File: src/rtl/imem_load_ctrl.sv
// Instruction-memory port sequencer: clears the memory, streams a program in from the
// host loader, then hands the port to the CPU fetch stage.
module imem_load_ctrl #(
    parameter int unsigned ADDR_W = 12,
    parameter int unsigned DEPTH  = 4096
) (
    input  logic              clk,
    input  logic              rst,
    input  logic              load_req,
    input  logic [ADDR_W:0]   load_len,
    input  logic              ld_valid,
    input  logic [31:0]       ld_data,
    output logic              ld_ready,
    input  logic              fetch_en,
    input  logic [31:0]       cpu_pc,
    output logic [31:0]       instr,
    output logic              instr_valid,
    output logic              cpu_stall,
    output logic              cpu_start,
    output logic              busy,
    output logic              err,
    output logic              mem_we,
    output logic [ADDR_W-1:0] mem_addr,
    output logic [31:0]       mem_wdata,
    input  logic [31:0]       mem_rdata
);

    localparam int unsigned     CntW     = ADDR_W + 1;
    localparam logic [ADDR_W:0] DepthLen = CntW'(DEPTH);
    localparam logic [ADDR_W:0] LastAddr = CntW'(DEPTH - 1);

    typedef enum logic [1:0] {
        StIdle,
        StClear,
        StLoad,
        StRun
    } state_e;

    state_e          state_q, state_d;
    logic [ADDR_W:0] cnt_q, cnt_d;
    logic [ADDR_W:0] len_q, len_d;
    logic            err_q, err_d;
    logic            ivalid_q, ivalid_d;
    logic            start_q, start_d;

    logic [ADDR_W:0] len_clamped;
    logic [ADDR_W:0] cnt_inc;
    logic            pc_bad;

    assign len_clamped = (load_len > DepthLen) ? DepthLen : load_len;
    assign cnt_inc     = cnt_q + CntW'(1);

    // Misaligned, or beyond the memory; the fetch still uses the truncated word index.
    assign pc_bad = (cpu_pc[1:0] != 2'b00) || ((cpu_pc >> (ADDR_W + 2)) != 32'd0);

    always_comb begin
        state_d   = state_q;
        cnt_d     = cnt_q;
        len_d     = len_q;
        err_d     = err_q;
        ivalid_d  = 1'b0;
        start_d   = 1'b0;
        ld_ready  = 1'b0;
        mem_we    = 1'b0;
        mem_addr  = '0;
        mem_wdata = '0;

        case (state_q)
            StIdle: begin
                if (load_req) begin
                    state_d = StClear;
                    cnt_d   = '0;
                    len_d   = len_clamped;
                    err_d   = 1'b0;
                end
            end

            StClear: begin
                mem_we   = 1'b1;
                mem_addr = cnt_q[ADDR_W-1:0];
                if (cnt_q == LastAddr) begin
                    cnt_d = '0;
                    if (len_q == '0) begin
                        state_d = StRun;
                        start_d = 1'b1;
                    end else begin
                        state_d = StLoad;
                    end
                end else begin
                    cnt_d = cnt_inc;
                end
            end

            StLoad: begin
                ld_ready = 1'b1;
                if (ld_valid) begin
                    mem_we    = 1'b1;
                    mem_addr  = cnt_q[ADDR_W-1:0];
                    mem_wdata = ld_data;
                    cnt_d     = cnt_inc;
                    if (cnt_inc == len_q) begin
                        state_d = StRun;
                        start_d = 1'b1;
                    end
                end
            end

            StRun: begin
                mem_addr = cpu_pc[ADDR_W+1:2];
                // A fetch issued alongside load_req still completes next cycle.
                ivalid_d = fetch_en;
                if (fetch_en && pc_bad) begin
                    err_d = 1'b1;
                end
                if (load_req) begin
                    state_d = StClear;
                    cnt_d   = '0;
                    len_d   = len_clamped;
                    err_d   = 1'b0;
                end
            end

            default: begin
                state_d = StIdle;
            end
        endcase
    end

    always_ff @(posedge clk) begin
        if (rst) begin
            state_q  <= StIdle;
            cnt_q    <= '0;
            len_q    <= '0;
            err_q    <= 1'b0;
            ivalid_q <= 1'b0;
            start_q  <= 1'b0;
        end else begin
            state_q  <= state_d;
            cnt_q    <= cnt_d;
            len_q    <= len_d;
            err_q    <= err_d;
            ivalid_q <= ivalid_d;
            start_q  <= start_d;
        end
    end

    assign instr_valid = ivalid_q;
    assign instr       = ivalid_q ? mem_rdata : 32'd0;
    assign cpu_start   = start_q;
    assign err         = err_q;
    assign busy        = (state_q == StClear) || (state_q == StLoad);
    assign cpu_stall   = (state_q != StRun);

endmodule
File: config.mk
export PLATFORM = sky130hd
export DESIGN_NAME = imem_load_ctrl
export DESIGN_NICKNAME = d
export VERILOG_FILES = /design/src/rtl/imem_load_ctrl.sv
export SDC_FILE = /design/constraint.sdc
export NUM_CORES = 1
export LEC_CHECK = 0
export CAP_MARGIN = 20
export CORE_UTILIZATION = 32
export DETAILED_ROUTE_END_ITERATION = 6
export GPL_TIMING_DRIVEN = 0
export PLACE_DENSITY_LB_ADDON = 0.15
export SYNTH_ARGS = -nofsm -noshare
export SYNTH_HDL_FRONTEND = slang
export SYNTH_SLANG_ARGS = --single-unit
File: constraint.sdc
create_clock -name clk -period 3.3 [get_ports clk]
set_input_delay 0.825 -clock clk [delete_from_list [all_inputs] [get_ports clk]]
set_output_delay 0.825 -clock clk [all_outputs]
set_load 0.02 [all_outputs]
# Word level (Yosys, flattened, before mapping)
# Index checks and enable logic that the tools add are counted.
# word_totals
regBits	31
elab_cells	63
# classes
add_sub_neg	1
magnitude_cmp	1
n_eq_ne	12
mux	28
bitwise	1
n_reduce_logical	14
# ops
cell	count
$mux 32	3
$mux 13	4
$pmux 13 s3	1
$pmux 12 s3	1
$reduce_bool 32->1	1
$add 13x1->13 const B	1
$eq 13x12->1 const B	1
$eq 13x13->1	1
$gt 13x13->1 const B	1
$logic_not 13->1	1
$mux 12	1
$mux 1	10
$ne 2x2->1 const B	5
$mux 2	4
$pmux 1 s2	3
$pmux 2 s3	1
$eq 2x2->1 const B	2
$reduce_and 2->1	2
$reduce_and 4->1	1
$reduce_bool 2->1	2
$reduce_or 2->1	2
$ne 3x3->1 const B	1
$reduce_and 3->1	1
$eq 2x1->1 const B	1
5 further kinds	6

# Logic depth before layout (Yosys ltp)
# logic_depth
depth_word	6
mapped_depth	11

# Worst setup path before layout
# No wires, ideal clock.
# synth_path
kind	register to output
from	register state_q[0]
to	output port mem_addr[0]
arrival_time_ps	2056
required_ps	2475
path_slack_ps	419
path_stages_with_launch	9
path_buffers	2
path_cell_list	dfxtp_1 -> inv_1 -> ha_1 -> clkbuf_1 -> inv_1 -> o21ai_0 -> clkbuf_1 -> a22oi_1 -> nor2_1
# synth_via
elab_chain_len	2
# synth_rtl
element	line_no	text
start: declaration	39	state_e state_q, state_d;
start signal: assignment	131	state_q <= StIdle;
start signal: assignment	138	state_q <= state_d;
$eq 2x2->1 / $eq 2x1->1 (equally long branches)	68	case (state_q)
$pmux 12 s3 *	68	
end: declaration	23	output logic [ADDR_W-1:0] mem_addr,
# Mark *: on every way between the ends. The rest lies on a longest branch, timed or not.

# Final worst setup path
# layout_path
from	input port ld_valid
to	output port mem_addr[5]
# layout_via
elab_chain_len	2
# layout_rtl
element	line_no	text
start: declaration	11	input logic ld_valid,
$mux 12	96	if (ld_valid) begin
$pmux 12 s3	68	
# No other way between the ends.

==> impl_metrics.ini <==
[status]
outcome = finished clean

[place]
io_buffers = 195
place_inst = 650
place_area_um2 = 4630
hpwlAfterDp_mm = 8.63
place.gp.congestion = 0.926

[clock_tree]
clkTransAtPathRegs_ns = 0.07
cts_hold_buffers = 0
numCtsBuffers = 5
clk_path_buf_depth = 2
postCtsSetupRepairBufs = 0
cts_tree = done
clock-root-buffer = clkbuf_8
htree_levels = 2
insertion_delay_ns = 0.28
cts_sinks = 31

[setup_path]
cp-end-kind = output pin
required_ns = 2.47
worstSetupStartpointType = input pin
critical_path_class = input pin to output pin
arrival_ns = 2.28
crit_fanout = 7

[finish]
layout.nets = 674
fin_area_um2 = 4730
nFillCells = 699
syn2layout_area_growth_pct = 85.4
drive_gt1_share_pct = 5.77
layout.cells.non_filler = 658
post-route-util_pct = 61.3

[detailed_routing]
vias_per_cell = 5.09
first_pass_iters = 5
detail_route.wl_per_cell_um = 16.0
routed-via-count = 3351
drtIter0Drc = 158
postRouteAntennaNets = 0
drc = 0
drt-total-wl_mm = 10.5

[sta]
tns_ns = 0
max_freq_mhz = 322
fin_worst_skew_ns = 0.00394
slew_headroom_pct = 59.6
setup_viol = 0
hold_viol = 0
tightest_slew_ns = 0.606
grt_setup_unrepaired = no
maxSlewViolCount = 0
min_period_ns = 3.11
min_period_over_period_pct = 94.2

[grt]
grt_usage_pct = 24.6
grt_pass1_wl_mm = 16.3
grt_max_degree = 11
first_global_vias = 3157
antenna_found_initial = 1
grt-ovfl-total = 0

[synthesis]
synth-seq-area-share_pct = 24.3
synth.avg_cell_area_um2 = 7.23
syn_area_um2 = 2550
synthCells = 353
synthesis.nets = 473
yosysUniqueCellTypes = 51
synth_top_area_share_pct = 24.3
synth_edf_count = 0
yosysWarnings = 0
ys_top_cells_by_area = dfxtp_1 24%, and2_1 8.3%, and3_1 8.3%
synth_seq_cells = 31
synth_top_cell_by_area = dfxtp_1
synthArstFlopShare_pct = 0
synth_top_flop_cell = dfxtp_1

[power]
power_density_nw_per_um2 = 345
p_leak_nw = 1.91
p_total_w = 0.00163
peakVddDrop_v = 0.000236

[min_path]
worst_hold_path_type = flop to flop

[floorplanning]
start_util_pct = 33.0
dieArea_um2 = 8340
coreArea_um2 = 7730
io_pins = 197
die_x_um = 91.3
rows = 32
fp.dieH_um = 91.3

[run]
maxCapViolations = 0
==> placed cells by master, fill, tap and decap left out, types with 5 or more instances in the layout <==
cell / instances
buf_2: 7
clkbuf_1: 16
clkdlybuf4s50_1: 183
nand2_1: 13
inv_1: 11
nand3_1: 7
clkbuf_8: 7
ha_1: 5
dfxtp_1: 31
nor2_1: 41
and2_1: 34
dlygate4sd2_1: 11
a22oi_1: 22
xnor2_1: 9
nor3_1: 9
nor4_1: 10
a21oi_1: 20
xor2_1: 5
or3_1: 6
o21ai_0: 15
and3_1: 34
==> cell type report <==
cell class | instances | area, µm² | area share [%]
inverters | 11 | 41.3 | 0.872
repair buffers | 195 | 1940 | 41.0
well taps | 102 | 128 | 2.70
multi-input cells | 282 | 1770 | 37.5
flip-flops and latches | 31 | 621 | 13.1
plain buffers | 28 | 124 | 2.62
diodes | 1 | 2.50 | 0.0529
clock buffers | 7 | 96.3 | 2.04
clock inverters | 1 | 7.51 | 0.159
==> state kept, by name, summed over array words and instances (netlist names) <==
signal       cells
cnt_q           13
instr_valid      1
len_q           13
err              1
state_q          2
cpu_start        1
==> where the power goes <==
group          switching (W)  internal [W]  total [W]
registers          0.0000480      0.000411   0.000459
logic               0.000447      0.000395   0.000842
clock network       0.000145      0.000190   0.000335
total               0.000640      0.000995    0.00163
==> worst paths after layout <==
path / startpoint / endpoint / slack, ns / cells after the start
setup / recovery: ld_valid / mem_addr[5] / 0.19 / 6
hold / removal: err$_SDFFE_PP0P_ / err$_SDFFE_PP0P_ / 0.50 / 1
setup reg to reg: cnt_q[0]$_SDFFE_PP0P_ / cnt_q[5]$_SDFFE_PP0P_ / 0.59 / 11
hold reg to reg: err$_SDFFE_PP0P_ / err$_SDFFE_PP0P_ / 0.50 / 1
==> what timing repair did <==
action,CTS,global route
cloned,0,0
pin swaps,0,0
resized for setup,19,1
setup endpoints to repair,43,12
==> kinds of logic after synthesis <==
| kind of cell | after synthesis | share of synthesized area (%) |
|---|---|---|
| AND/OR/NAND/NOR | 182 | 39.7 |
| AO/OA/AOI/OAI | 75 | 19.6 |
| buffers and inverters | 40 | 6.42 |
| flip-flops | 31 | 24.3 |
| XOR/XNOR | 14 | 4.80 |
| adder cells (fa/ha/maj) | 6 | 2.94 |
| multiplexers | 5 | 2.21 |
==> routing by layer <==
metal,GRT usage (%),vias up,share of wire [%]
met1,28.8,1516,41
met5,0,-,0
met3,5.78,31,6.8
met2,43.6,137,50
li1,-,1667,-
met4,8.73,0,2.4
==> critical path, cell delays in order <==
cell and delay (ns):
dlygate4sd2_1 0.33, inv_1 0.12, o21ai_2 0.20, a22oi_1 0.09, nor2_1 0.09, clkdlybuf4s50_1 0.62
==> through the flow <==
step | setup slack [ns] | hold slack (ns)
3_5_place_dp | -0.749 | 0.486
4_1_cts | 0.128 | 0.502
6_report | 0.192 | 0.499
5_1_grt | 0.0387 | 0.530
3_3_place_gp | -0.740 | 0.486
2_1_floorplan | 0.419 | 0.468
==> Yosys cell counts, types with 3 or more instances <==
master and n:
nor2_1 41, and2_1 34, and3_1 34, dfxtp_1 31, a22oi_1 22, a21oi_1 20, clkbuf_1 19, o21ai_0 16
nand2_1 13, inv_1 11, nor4_1 10, nor3_1 9, xnor2_1 9, buf_2 7, nand3_1 7, ha_1 6
or3_1 6, xor2_1 5, nand2b_1 4, nand4_1 4, nor2b_1 4, nor3b_1 4, or4_1 4, mux2i_1 3
(Power assumes the default switching activity.)
